--- config.mk ---
export PLATFORM = sky130hd
export DESIGN_NAME = gray_thresh_ctrl_flat
export DESIGN_NICKNAME = d
export VERILOG_FILES = /design/src/rtl/gray_thresh_ctrl_pkg.sv /design/src/rtl/gray_thresh_ctrl_if.sv /design/src/rtl/gray_thresh_ctrl_seq_divider.sv /design/src/rtl/gray_thresh_ctrl.sv /design/src/flat_wrapper.sv
export SDC_FILE = /design/constraint.sdc
export NUM_CORES = 1
export LEC_CHECK = 0
export ABC_AREA = 1
export BUFFER_PORTS_ARGS = -buffer_cell sky130_fd_sc_hd__buf_4
export CAP_MARGIN = 20
export CORE_AREA = 2 2 217 219
export CTS_CLUSTER_DIAMETER = 200
export DETAILED_ROUTE_END_ITERATION = 8
export DIE_AREA = 0 0 219 221
export HOLD_SLACK_MARGIN = 0.08
export SLEW_MARGIN = 20
export SYNTH_ARGS = -nofsm -noshare
export SYNTH_HDL_FRONTEND = slang
export SYNTH_SLANG_ARGS = --single-unit
--- constraint.sdc ---
create_clock -name iCLK -period 3 [get_ports iCLK]
set_input_delay 0.45 -clock iCLK [delete_from_list [all_inputs] [get_ports iCLK]]
set_output_delay 0.45 -clock iCLK [all_outputs]
set_load 0.05 [all_outputs]
--- src/rtl/gray_thresh_ctrl_pkg.sv ---
// Shared widths, reset threshold and controller state encoding for the
// adaptive threshold path. The binarizer uses the same DATA_W and DEF_THRESH.
package gray_thresh_ctrl_pkg;

    localparam int DATA_W = 12;
    localparam int CNT_W  = 23;
    localparam int SUM_W  = DATA_W + CNT_W;

    localparam logic [DATA_W-1:0] DEF_THRESH = 12'd1547;

    typedef logic [1:0] ctrlState_t;

    localparam ctrlState_t ST_IDLE = 2'd0;
    localparam ctrlState_t ST_DIV  = 2'd1;
    localparam ctrlState_t ST_HOLD = 2'd2;

endpackage

--- src/rtl/gray_thresh_ctrl_if.sv ---
// Pixel tap, control inputs and threshold outputs of gray_thresh_ctrl.
// The master side drives the stream; the slave side is the controller.
interface gray_thresh_ctrl_if;
    import gray_thresh_ctrl_pkg::*;

    logic                     iFVAL;
    logic                     iDVAL;
    logic        [DATA_W-1:0] iDATA;
    logic                     iMODE;
    logic        [DATA_W-1:0] iMAN_THRESH;
    logic signed [7:0]        iOFFSET;
    logic        [DATA_W-1:0] oTHRESH;
    logic                     oUPDATE;
    logic                     oBUSY;

    modport master (
        output iFVAL, iDVAL, iDATA, iMODE, iMAN_THRESH, iOFFSET,
        input  oTHRESH, oUPDATE, oBUSY
    );

    modport slave (
        input  iFVAL, iDVAL, iDATA, iMODE, iMAN_THRESH, iOFFSET,
        output oTHRESH, oUPDATE, oBUSY
    );

endinterface

--- src/rtl/gray_thresh_ctrl_seq_divider.sv ---
// Unsigned restoring divider, one quotient bit per cycle over SUM_W cycles.
// oDone marks the final step; the saturated quotient is valid afterwards.
module seq_divider
    import gray_thresh_ctrl_pkg::*;
(
    input  logic              iCLK,
    input  logic              iRST,
    input  logic              iStart,
    input  logic [SUM_W-1:0]  iDividend,
    input  logic [CNT_W-1:0]  iDivisor,
    output logic              oBusy,
    output logic              oDone,
    output logic [DATA_W-1:0] oQuot
);

    logic [SUM_W-1:0] quot;
    logic [CNT_W-1:0] rem;
    logic [CNT_W-1:0] divisor;
    logic [5:0]       stepCnt;
    logic [CNT_W:0]   remShift;
    logic [CNT_W:0]   remDiff;
    logic             fits;

    function automatic logic [DATA_W-1:0] satQuot(input logic [SUM_W-1:0] q);
        return (|q[SUM_W-1:DATA_W]) ? {DATA_W{1'b1}} : q[DATA_W-1:0];
    endfunction

    always_comb begin
        remShift = {rem, quot[SUM_W-1]};
        remDiff  = remShift - {1'b0, divisor};
        fits     = (remShift >= {1'b0, divisor});
    end

    always_ff @(posedge iCLK or negedge iRST) begin
        if (!iRST) begin
            quot    <= '0;
            rem     <= '0;
            divisor <= '0;
            stepCnt <= '0;
            oBusy   <= 1'b0;
        end else if (iStart) begin
            quot    <= iDividend;
            rem     <= '0;
            divisor <= iDivisor;
            stepCnt <= 6'(SUM_W);
            oBusy   <= 1'b1;
        end else if (oBusy) begin
            // Remainder stays below the divisor, so CNT_W bits always hold it.
            quot    <= {quot[SUM_W-2:0], fits};
            rem     <= fits ? remDiff[CNT_W-1:0] : remShift[CNT_W-1:0];
            stepCnt <= stepCnt - 6'd1;
            if (stepCnt == 6'd1) oBusy <= 1'b0;
        end
    end

    assign oDone = oBusy && (stepCnt == 6'd1);
    assign oQuot = satQuot(quot);

endmodule

--- src/rtl/gray_thresh_ctrl.sv ---
// Frame-mean threshold controller: accumulates gray pixels per frame, divides
// during blanking and loads mean+offset (or the manual value) while iFVAL is low.
module gray_thresh_ctrl
    import gray_thresh_ctrl_pkg::*;
(
    input logic              iCLK,
    input logic              iRST,
    gray_thresh_ctrl_if.slave bus
);

    localparam logic [CNT_W-1:0] CNT_MAX = {CNT_W{1'b1}};

    logic              fvalD;
    logic              rise;
    logic              fall;
    logic [SUM_W-1:0]  accSum;
    logic [CNT_W-1:0]  accCnt;
    ctrlState_t        state;
    logic              divStart;
    logic              divBusy;
    logic              divDone;
    logic [DATA_W-1:0] divQuot;
    logic [DATA_W-1:0] cand;
    logic [DATA_W-1:0] thresh;
    logic              update;

    function automatic logic [DATA_W-1:0] clampThresh(input logic [DATA_W-1:0] mean,
                                                       input logic signed [7:0] off);
        logic signed [DATA_W+1:0] s;
        s = $signed({2'b00, mean}) + $signed({{(DATA_W+2-8){off[7]}}, off});
        if (s[DATA_W+1])   return '0;
        else if (s[DATA_W]) return {DATA_W{1'b1}};
        else               return s[DATA_W-1:0];
    endfunction

    always_comb begin
        rise     = bus.iFVAL && !fvalD;
        fall     = !bus.iFVAL && fvalD;
        divStart = (state == ST_IDLE) && fall && (accCnt != '0);
        cand     = clampThresh(divQuot, bus.iOFFSET);
    end

    // Frame edge detection and pixel accumulation
    always_ff @(posedge iCLK or negedge iRST) begin
        if (!iRST) begin
            fvalD  <= 1'b0;
            accSum <= '0;
            accCnt <= '0;
        end else begin
            fvalD <= bus.iFVAL;
            if (rise) begin
                accSum <= bus.iDVAL ? SUM_W'(bus.iDATA) : '0;
                accCnt <= bus.iDVAL ? CNT_W'(1) : '0;
            end else if (bus.iFVAL && bus.iDVAL && (accCnt != CNT_MAX)) begin
                accSum <= accSum + SUM_W'(bus.iDATA);
                accCnt <= accCnt + CNT_W'(1);
            end
        end
    end

    seq_divider uDiv (
        .iCLK      (iCLK),
        .iRST      (iRST),
        .iStart    (divStart),
        .iDividend (accSum),
        .iDivisor  (accCnt),
        .oBusy     (divBusy),
        .oDone     (divDone),
        .oQuot     (divQuot)
    );

    // Controller FSM; fall edges outside IDLE drop that frame's statistics
    always_ff @(posedge iCLK or negedge iRST) begin
        if (!iRST) begin
            state <= ST_IDLE;
        end else begin
            case (state)
                ST_IDLE: if (divStart)     state <= ST_DIV;
                ST_DIV:  if (divDone)      state <= ST_HOLD;
                ST_HOLD: if (!bus.iFVAL)   state <= ST_IDLE;
                default:                   state <= ST_IDLE;
            endcase
        end
    end

    // Threshold register only ever loads while iFVAL is low
    always_ff @(posedge iCLK or negedge iRST) begin
        if (!iRST) begin
            thresh <= DEF_THRESH;
            update <= 1'b0;
        end else begin
            update <= 1'b0;
            if (bus.iMODE && (state == ST_HOLD) && !bus.iFVAL) begin
                thresh <= cand;
                update <= 1'b1;
            end else if (!bus.iMODE && !bus.iFVAL && (bus.iMAN_THRESH != thresh)) begin
                thresh <= bus.iMAN_THRESH;
                update <= 1'b1;
            end
        end
    end

    assign bus.oTHRESH = thresh;
    assign bus.oUPDATE = update;
    assign bus.oBUSY   = divBusy;

endmodule

--- src/flat_wrapper.sv ---
// flat-port wrapper written by rule: the top's interface ports become plain ports
module gray_thresh_ctrl_flat import gray_thresh_ctrl_pkg::*;
  (iCLK, iRST, bus_iFVAL, bus_iDVAL, bus_iDATA, bus_iMODE, bus_iMAN_THRESH, bus_iOFFSET, bus_oTHRESH, bus_oUPDATE, bus_oBUSY);
  gray_thresh_ctrl_if bus_i ();
  input logic iCLK;
  input logic iRST;
  input wire logic [$bits(bus_i.iFVAL)-1:0] bus_iFVAL;
  input wire logic [$bits(bus_i.iDVAL)-1:0] bus_iDVAL;
  input wire logic [$bits(bus_i.iDATA)-1:0] bus_iDATA;
  input wire logic [$bits(bus_i.iMODE)-1:0] bus_iMODE;
  input wire logic [$bits(bus_i.iMAN_THRESH)-1:0] bus_iMAN_THRESH;
  input wire logic [$bits(bus_i.iOFFSET)-1:0] bus_iOFFSET;
  output wire logic [$bits(bus_i.oTHRESH)-1:0] bus_oTHRESH;
  output wire logic [$bits(bus_i.oUPDATE)-1:0] bus_oUPDATE;
  output wire logic [$bits(bus_i.oBUSY)-1:0] bus_oBUSY;
  assign bus_i.iFVAL = bus_iFVAL;
  assign bus_i.iDVAL = bus_iDVAL;
  assign bus_i.iDATA = bus_iDATA;
  assign bus_i.iMODE = bus_iMODE;
  assign bus_i.iMAN_THRESH = bus_iMAN_THRESH;
  assign bus_i.iOFFSET = bus_iOFFSET;
  assign bus_oTHRESH = bus_i.oTHRESH;
  assign bus_oUPDATE = bus_i.oUPDATE;
  assign bus_oBUSY = bus_i.oBUSY;
  gray_thresh_ctrl u_core (.iCLK(iCLK), .iRST(iRST), .bus(bus_i));
endmodule
==> results of run 1 <==
[worst max path at each step]
stage                               startpoint                     end  slack, ns  cells after the start
after floorplan           u_core.uDiv.quot[34]  u_core.bus.oTHRESH[10]       0.40                     15
after global placement    u_core.uDiv.quot[31]   u_core.bus.oTHRESH[5]       0.06                     16
after detailed placement  u_core.uDiv.quot[31]  u_core.bus.oTHRESH[10]       0.04                     16
after CTS                 u_core.uDiv.quot[31]  u_core.bus.oTHRESH[10]       0.02                     16
after global routing      u_core.uDiv.quot[26]  u_core.bus.oTHRESH[10]      -0.02                     17
final                     u_core.uDiv.quot[15]   u_core.bus.oTHRESH[6]       0.15                     16
[per-layer routing]
layer  vias to the layer above  track usage (%)  part of all wire, %
li1                       5572                -                    -
met1                      5151             18.4                   48
met2                       210             22.2                   47
met3                        31             1.76                  3.4
met4                         0             3.71                  1.4
met5                         -                0                    0
[cell usage after synthesis, drive strengths merged, types with 2 or more instances]
cell	number
a21oi	81
a22oi	2
a31oi	3
and2	5
buf	28
clkbuf	15
clkinv	2
dfrtp	157
dfstp	5
fa	3
ha	52
inv	240
nand2	572
nand3	98
nand3b	8
nand4	33
nor2	178
nor3	36
nor3b	4
nor4	7
o211ai	16
o21a	2
o21ai	92
o21bai	5
o221ai	13
or2	10
xnor2	24
xor2	9
[registers in the layout, indices dropped and copies added, names as in the netlist]
register,cells
u_core.uDiv.oBusy,1
u_core.accSum,35
u_core.uDiv.rem,23
u_core.state,2
u_core.bus.oUPDATE,1
u_core.uDiv.divisor,23
u_core.accCnt,23
u_core.uDiv.quot,35
u_core.uDiv.stepCnt,6
u_core.bus.oTHRESH,12
u_core.fvalD,1
[cell families (layout without fill, tap and decap cells)]
family	after synthesis	after routing	synth area share (%)
flip-flops	162	162	35.6
XOR/XNOR	33	33	2.53
AND/OR/NAND/NOR	951	952	35.0
AO/OA/AOI/OAI	218	218	10.7
adder cells (fa/ha/maj)	55	55	6.23
buffers and inverters	285	354	9.98
[timing repair]
item                                   4_1_cts  5_1_grt
hold buffers                                 1        0
resized for setup                            0       71
endpoints found under the hold margin       62        0
setup endpoints to repair                    0       12
setup buffers                                0        9
[power breakdown]
group          switching [mW]  internal, mW
clock                   0.998          1.15
sequential              0.528          2.81
combinational            3.96          2.37
total                    5.48          6.34
[per-stage QoR]
stage,instances,area (sq um)
CTS,2369,13100
finish,2381,13400
detailed placement,2336,12500
global placement,2336,12500
global route,2381,13400
floorplan,1704,11400
[area by class of cell]
type / count / area [sq um] / share of cell area [%]
multi-input combinational: 1258 / 6490 / 48.3
sequential: 162 / 4060 / 30.2
inverter: 242 / 912 / 6.79
tap: 607 / 759 / 5.65
timing repair buffer: 80 / 659 / 4.91
clock buffer: 18 / 429 / 3.19
clock inverter: 14 / 133 / 0.987
[worst max-delay path, delay by kind of cell (launching register included)]
family                     cells  cell delay (ns)
adders and majority gates      1             0.32
buffers and inverters          2             0.29
DFF                            1             0.39
and+or+nand+nor               10             1.33
AOI/OAI and AO/OA              3             0.39
==> results.cfg, run 1 <==
[timing]
finalSetupViolCount = 0
drv_slew = 0
finalHoldViolations = 0
slew_headroom_pct = 48.8
period_minus_slack_ns = 2.85
finalSetupTns_ns = 0
fmax_mhz = 351
finalHoldWorstSlack_ns = 0.192
min_period_over_period_pct = 95.0
fin_skew_ns = 0.00816
worst_pin_slew_ns = 0.767
setup_ws_ns = 0.149

[worst_setup_path]
critPathMostFrequentCell = nand2_1
cp_max_fo = 6
crit_path_top_delay_cell = dfrtp_1
cp.arrival_ns = 3.18
worstSetupPathType = flop to flop
rr_endpoint = u_core.bus.oTHRESH[6]
end_kind = flop
reg2reg_from = u_core.uDiv.quot[15]
rr_worst_depth = 16
start_kind = flop
timing.critical_path.cells = nor4_1 -> and2_1 -> nand3_2 -> buf_6 -> or2_2 -> ha_4 -> nand2_1 -> nand2_1 -> nand2_1 -> nand2_1 -> a21oi_2 -> a21oi_1 -> nor2_4 -> buf_6 -> nand2_1 -> a21oi_1
r2r_slack_ns = 0.15
required_ns = 3.33
cpPeakStageDelay_ns = 0.39

[floorplan]
dieArea_sq_mm = 0.0484
io-pin-count = 51
core_area_sq_mm = 0.0461
fp-row-count = 79
start_util_pct = 24.8
die_h_um = 221
die_w_um = 219

[routing]
drtPass1Iterations = 5
drt_iter0_drc = 653
detail-route-antenna-nets = 0
wl_mm = 32.3
wl_per_cell_um = 13.6
vias = 10964
viasPerCell = 4.60
drc_errors = 0

[placed_design]
port_buffers = 50
place_ws_ns = 0.0372
globalplace.congestion = 0.900
dp_hpwl_mm = 24.7

[synthesis]
syn_area_per_cell_sq_um = 6.69
synth_seq_cells = 162
synthArstFlopShare_pct = 100
syn_area_sq_mm = 0.0114
synth_warnings = 0
synth_nets = 1796
synth_edf_count = 0
synth_top_area_share_pct = 34.4
ys_types = 45
synth.yosys.seq_area_share_pct = 35.6
yosysTopAreaCell = dfrtp_1
syn_inst = 1704
ys.flop_type = dfrtp_1
synth_area_leaders = dfrtp_1 34%, nand2_1 19%, inv_1 7.8%

[finish]
syn_to_final_growth_pct = 17.8
layout_commonest_cell = nand2_1
final_cell_mix = 547 x nand2_1, 236 x inv_1, 164 x nor2_1, 157 x dfrtp_1, 94 x nand3_1
utilization_pct = 29.2
layout-drive-gt1-share_pct = 11.1
num-fill-cells = 5067
nets = 1853
n_antenna_cell = 0

[worst_hold_path]
hold_end = u_core.fvalD
hold_path_depth = 1
hold_path_class = input pin to flop
hold_start = bus_iFVAL

[clock_tree]
cts_tree = yes
root_buffer = clkbuf_16
cts_max_path_buffers = 2
clock_latency_ns = 0.44
cts-buffers-inserted = 17
clk_pin_slew_ns = 0.07
cts.sinks = 162
htree_levels = 4

[global_routing]
grt_max_degree = 65
grt_pass1_vias = 10506
grt_use_total_pct = 13.5
grt_pass1_wl_mm = 53.1
antenna_found_initial = 0
grt_overflow = 0

[pwr]
powerDensity_mw_per_mm2 = 880
leakage_nw = 6.39
finalPower_mw = 11.8
peakVddDrop_v = 0.000545

[flow_run]
cap_violations = 0

[outcome]
outcome = completed
Note: power is estimated with default switching activity, not from simulation.
==> run 2: changes to the inputs <==
--- a/config.mk
+++ b/config.mk
@@ -13,7 +13,9 @@
 export DETAILED_ROUTE_END_ITERATION = 8
 export DIE_AREA = 0 0 219 221
 export HOLD_SLACK_MARGIN = 0.08
+export PLACE_DENSITY_LB_ADDON = 0.3
 export SLEW_MARGIN = 20
 export SYNTH_ARGS = -nofsm -noshare
 export SYNTH_HDL_FRONTEND = slang
 export SYNTH_SLANG_ARGS = --single-unit
+export TNS_END_PERCENT = 30
==> run 2 against run 1 <==
Against the previous run:
- fmax about the same
- critical path type unchanged
- global-route usage up 0.29 points
- clock skew up 0.0054 ns
- worst setup slack better by 0.00085 ns
- worst hold slack better by 0.029 ns
- die area unchanged
- clock power up 8%
- sequential power about the same
- largest power group unchanged
- power up 0.92%
==> results.cfg, run 2 (same netlist as run 1, synthesis figures left out) <==
[outcome]
outcome = completed

[floorplan]
start_util_pct = 24.8
die_w_um = 219
die_h_um = 221
fp-row-count = 79
core_area_sq_mm = 0.0461
io-pin-count = 51
dieArea_sq_mm = 0.0484

[worst_setup_path]
r2r_slack_ns = 0.15
required_ns = 3.37
cp_max_fo = 6
rr_endpoint = u_core.bus.oTHRESH[9]
cp.arrival_ns = 3.22
reg2reg_from = u_core.uDiv.quot[26]
worstSetupPathType = flop to flop
start_kind = flop
rr_worst_depth = 17
end_kind = flop

[pwr]
power_frac_comb_pct = 52.6
seq_power_share_pct = 28.0
power.share.clock_pct = 19.4
leakage_nw = 6.41
swShare_pct = 45.7
powerDensity_mw_per_mm2 = 888
p_sw_mw = 5.45
peakVddDrop_v = 0.000473
finalPower_mw = 11.9
cellInternalPower_mw = 6.48

[placed_design]
globalplace.congestion = 0.917
dp_hpwl_mm = 25.3
placed_cells = 2343
port_buffers = 50

[timing]
worst_pin_slew_ns = 0.821
finalHoldViolations = 0
slew_headroom_pct = 45.3
finalHoldWorstSlack_ns = 0.221
fmax_mhz = 351
period_minus_slack_ns = 2.85
fin_skew_ns = 0.0135
min_period_over_period_pct = 95.0
finalSetupViolCount = 0
finalSetupTns_ns = 0
drv_slew = 0

[routing]
drt_iter0_drc = 657
wl_mm = 33.3
vias = 10841
drtPass1Iterations = 5
drc_errors = 0
viasPerCell = 4.55
detail-route-antenna-nets = 0
wl_per_cell_um = 14.0

[finish]
layout-drive-gt1-share_pct = 10.2
nets = 1857
syn_to_final_growth_pct = 17.8
num-fill-cells = 5075
layout_commonest_cell = nand2_1
final_cell_mix = 556 x nand2_1, 237 x inv_1, 169 x nor2_1, 157 x dfrtp_1, 93 x nand3_1
fin_cells = 2385
reg_top3 = u_core.accSum x35, u_core.uDiv.quot x35
n_antenna_cell = 0

[worst_hold_path]
hold_end = u_core.fvalD
hold_path_depth = 1
hold_path_class = input pin to flop
hold_start = bus_iFVAL

[flow_run]
cap_violations = 0

[global_routing]
grt_use_total_pct = 13.8
grt_pass1_wl_mm = 53.9
grt_pass1_vias = 10384
grt_overflow = 0
grt_max_degree = 64
antenna_found_initial = 0

[clock_tree]
htree_levels = 4
cts-buffers-inserted = 17
cts_tree = yes
clock_latency_ns = 0.44
cts_max_path_buffers = 2
root_buffer = clkbuf_16
cts.sinks = 162
clk_pin_slew_ns = 0.07
run 2: cell types whose count changed in the layout (fill, tap and decap cells not counted), moves of 3 or more:
cell / change
nand2_1: +9
nor2_1: +5
a21oi_2: -3
buf_4: +4
or2_4: -4
inv_6: +3
nand2_2: -7
or2_2: +4
a21oi_1: +4
nor2_2: -5
run 2: repair_timing:
item                                    in CTS  in global routing
setup buffers                                0                  6
gates cloned                                 0                  3
endpoints found under the hold margin       49                  0
endpoints found under the setup margin       4                 12
resized for setup                            1                 41
pin swaps                                    0                 11
hold buffers                                 1                  0
run 2: per-stage QoR:
| step | worst slack, ns | util (%) | cell area, sq um |
|---|---|---|---|
| detailed placement | -0.0299 | 27.2 | 12500 |
| floorplan | 0.396 | - | 11400 |
| global placement | 0.101 | 27.2 | 12500 |
| CTS | 0.0398 | 28.6 | 13200 |
| global route | -0.0116 | 29.2 | 13400 |
| finish | 0.150 | 29.2 | 13400 |
run 2: worst max path at each step:
stage	start	end	slack (ns)	depth (start not counted)
2_1_floorplan	u_core.uDiv.quot[34]	u_core.bus.oTHRESH[10]	0.40	15
3_3_place_gp	u_core.uDiv.quot[31]	u_core.bus.oTHRESH[8]	0.10	16
3_5_place_dp	u_core.uDiv.quot[31]	u_core.bus.oTHRESH[6]	-0.03	15
4_1_cts	u_core.uDiv.quot[31]	u_core.bus.oTHRESH[6]	0.04	18
5_1_grt	u_core.uDiv.quot[30]	u_core.bus.oTHRESH[6]	-0.01	16
6_report	u_core.uDiv.quot[26]	u_core.bus.oTHRESH[9]	0.15	17
run 2: layer usage:
layer / vias to the layer above / GRT usage (%) / wire (um)
met5: - / 0 / 0
met3: 37 / 1.66 / 933
met4: 0 / 3.99 / 615
met1: 5079 / 19.1 / 16400
met2: 158 / 22.3 / 15300
li1: 5567 / - / -
run 2: layout make-up:
| type | instances | area (sq um) | share of cell area, % |
|---|---|---|---|
| well taps | 607 | 759 | 5.65 |
| multi-input cells | 1258 | 6410 | 47.7 |
| clock inverters | 13 | 173 | 1.28 |
| clock buffers | 19 | 433 | 3.22 |
| flip-flops and latches | 162 | 4060 | 30.2 |
| inverters | 242 | 910 | 6.77 |
| repair buffers | 84 | 689 | 5.13 |
run 2: critical path, stage by stage, from the launching register on:
cell     delay (ns)
dfrtp_1        0.39
nor2_1         0.12
nand2_1        0.10
nor4_4         0.23
nand3_2        0.15
buf_6          0.16
or2_2          0.30
ha_4           0.31
nand2_2        0.08
nor2_2         0.14
and2_1         0.15
nand2_2        0.07
nand3_2        0.06
nand2_2        0.06
nor2_4         0.14
buf_6          0.13
nand2_1        0.05
a21oi_1        0.13
run 2: power by group through the flow:
stage / logic, mW / clock network (mW) / registers (mW)
6_report: 6.28 / 2.32 / 3.34
5_1_grt: 7.19 / 2.47 / 3.42
4_1_cts: 6.14 / 2.39 / 3.33
3_5_place_dp: 6.11 / 0 / 3.36
3_3_place_gp: 6.06 / 0 / 3.35
2_1_floorplan: 4.57 / 0 / 3.30
==> run 3: changes to the inputs <==
--- a/config.mk
+++ b/config.mk
@@ -8,10 +8,10 @@
 export ABC_AREA = 1
 export BUFFER_PORTS_ARGS = -buffer_cell sky130_fd_sc_hd__buf_4
 export CAP_MARGIN = 20
-export CORE_AREA = 2 2 217 219
+export CORE_AREA = 2 2 138 140
 export CTS_CLUSTER_DIAMETER = 200
 export DETAILED_ROUTE_END_ITERATION = 8
-export DIE_AREA = 0 0 219 221
+export DIE_AREA = 0 0 140 142
 export HOLD_SLACK_MARGIN = 0.08
 export PLACE_DENSITY_LB_ADDON = 0.3
 export SLEW_MARGIN = 20
==> constraint.sdc (replaced) <==
create_clock -name iCLK -period 3.17 [get_ports iCLK]
set_input_delay 0.4755 -clock iCLK [delete_from_list [all_inputs] [get_ports iCLK]]
set_output_delay 0.4755 -clock iCLK [all_outputs]
set_load 0.05 [all_outputs]
==> run 3 against run 2 <==
Against the previous run:
- worst setup slack improved by 0.079 ns
- critical path type unchanged
- register-to-register slack improved by 0.08 ns
- wire length fell by 10%
- critical endpoint is now u_core.bus.oTHRESH[2]
- clock power shrank 7%
- the run now ends with design-rule violations left
==> results.cfg, run 3 (same netlist as run 1, synthesis figures left out) <==
[finish]
multi_input_area_sq_mm = 0.00638
final_cell_mix = 561 x nand2_1, 237 x inv_1, 168 x nor2_1, 157 x dfrtp_1, 96 x nand3_1
layout-drive-gt1-share_pct = 8.68
fin_cells = 1997
layout_commonest_cell = nand2_1
num-fill-cells = 1576
nets = 1843
reg_top3 = u_core.accSum x35, u_core.uDiv.quot x35
syn_to_final_growth_pct = 12.5
n_antenna_cell = 0
seq_area_sq_mm = 0.00406

[clock_tree]
clock_latency_ns = 0.43
cts_tree = yes
cts_max_path_buffers = 2
clk_pin_slew_ns = 0.07
root_buffer = clkbuf_16
cts-buffers-inserted = 17
htree_levels = 4
cts.sinks = 162

[pwr]
p_sw_mw = 5.14
leakage_nw = 6.34
power.share.clock_pct = 19.1
powerDensity_mw_per_mm2 = 881
power_frac_comb_pct = 52.9
cellInternalPower_mw = 6.16
seq_power_share_pct = 28.0
peakVddDrop_v = 0.000564
swShare_pct = 45.5

[floorplan]
fp-row-count = 50
dieArea_sq_mm = 0.0199
core_area_sq_mm = 0.0185
die_w_um = 140
io-pin-count = 51
start_util_pct = 61.8
die_h_um = 142

[worst_setup_path]
required_ns = 3.52
start_kind = flop
cp.arrival_ns = 3.29
cp_max_fo = 6
worstSetupPathType = flop to flop
end_kind = flop
crit_start = u_core.uDiv.quot[23]
reg2reg_from = u_core.uDiv.quot[23]

[timing]
min_period_over_period_pct = 92.8
period_minus_slack_ns = 2.94
slew_headroom_pct = 51.4
fin_skew_ns = 0.0109
drv_slew = 0
finalHoldWorstSlack_ns = 0.243
worst_pin_slew_ns = 0.728
finalHoldViolations = 0
fmax_mhz = 340
setup_ws_ns = 0.229
finalSetupViolCount = 0

[outcome]
outcome = complete, but fails checks
failed_checks = design-rule violations

[worst_hold_path]
hold_start = bus_iFVAL
hold_path_class = input pin to flop

[routing]
wl_per_cell_um = 15.0
vias = 11095
detail-route-antenna-nets = 0
wl_mm = 29.9
drc_errors = 8
drt_iter0_drc = 918
drtPass1Iterations = 8
viasPerCell = 5.56

[global_routing]
grt_overflow = 0
grt_max_degree = 66
antenna_found_initial = 0
grt_use_total_pct = 30.7
grt_pass1_vias = 10281
grt_pass1_wl_mm = 49.5

[placed_design]
place_ws_ns = 0.0467
placed_cells = 1962
globalplace.congestion = 1.01
dp_hpwl_mm = 22.4
port_buffers = 50

[flow_run]
cap_violations = 0
-- run 3: cell types whose count changed in the layout (fill, tap and decap cells not counted), moves of 3 or more --
cell     before  now
a21oi_1      75   80
nand3_1      93   96
inv_6         5    1
nand3_2       5    2
buf_4        75   63
nand2_2      14    8
nand2_1     556  561
a21oi_2       6    1
-- run 3: routing by layer --
metal  GRT usage [%]  wire (um)
met5               0          0
met3            4.58       1890
met4            7.81        344
met2            49.9      14000
met1            43.6      13700
-- run 3: layout make-up --
class                      count  share of cell area [%]
tap                          234                    2.28
sequential                   162                    31.7
timing repair buffer          70                    4.50
clock inverter                11                    1.19
inverter                     242                    7.09
multi-input combinational   1258                    49.7
clock buffer                  20                    3.56
-- run 3: path summary, 6_finish.rpt --
kind | to | slack, ns | cells past startpoint
worst max-delay path | u_core.bus.oTHRESH[2] | 0.23 | 18
worst min-delay path | u_core.fvalD | 0.24 | 1
worst max register to register | u_core.bus.oTHRESH[2] | 0.23 | 18
worst min register to register | u_core.uDiv.divisor[4] | 0.49 | 2
max in group asynchronous | u_core.uDiv.quot[34] | 1.88 | 3
min in group asynchronous | u_core.uDiv.rem[11] | 0.54 | 2
-- run 3: critical path, cell delays in order (launching register included) --
cell,delay (ns)
dfrtp_1,0.40
nor2_1,0.13
nand2_1,0.10
nor4_4,0.22
buf_4,0.18
nand3_2,0.12
or2_2,0.33
ha_4,0.31
nand3_1,0.09
nand3_2,0.11
nand2_1,0.07
nand2_1,0.10
nand2_1,0.08
nand3_1,0.07
nand2_1,0.06
nor2_2,0.14
buf_4,0.16
nand2_1,0.06
a21oi_1,0.11
-- run 3: through the flow --
step	util, %	instance area, sq um	power, mW	TNS [ns]
floorplan	-	11400	7.44	0
global placement	65.1	12000	8.68	0
detailed placement	65.1	12000	8.81	0
CTS	68.5	12600	11.0	0
global route	69.5	12800	12.3	-0.00216
finish	69.5	12800	11.3	0
-- run 3: power groups by stage --
stage | Sequential, mW | Clock, mW | Combinational (mW)
after detailed placement | 3.15 | 0 | 5.66
final | 3.16 | 2.16 | 5.98
after floorplan | 3.12 | 0 | 4.32
after global placement | 3.13 | 0 | 5.55
after global routing | 3.23 | 2.27 | 6.79
after CTS | 3.12 | 2.17 | 5.71
-- run 3: timing repair --
| action | in CTS | in global routing |
|---|---|---|
| setup endpoints to repair | 0 | 12 |
| hold buffers | 1 | 0 |
| endpoints found under the hold margin | 36 | 0 |
| resized for setup | 0 | 30 |
| buffers inserted | 0 | 1 |
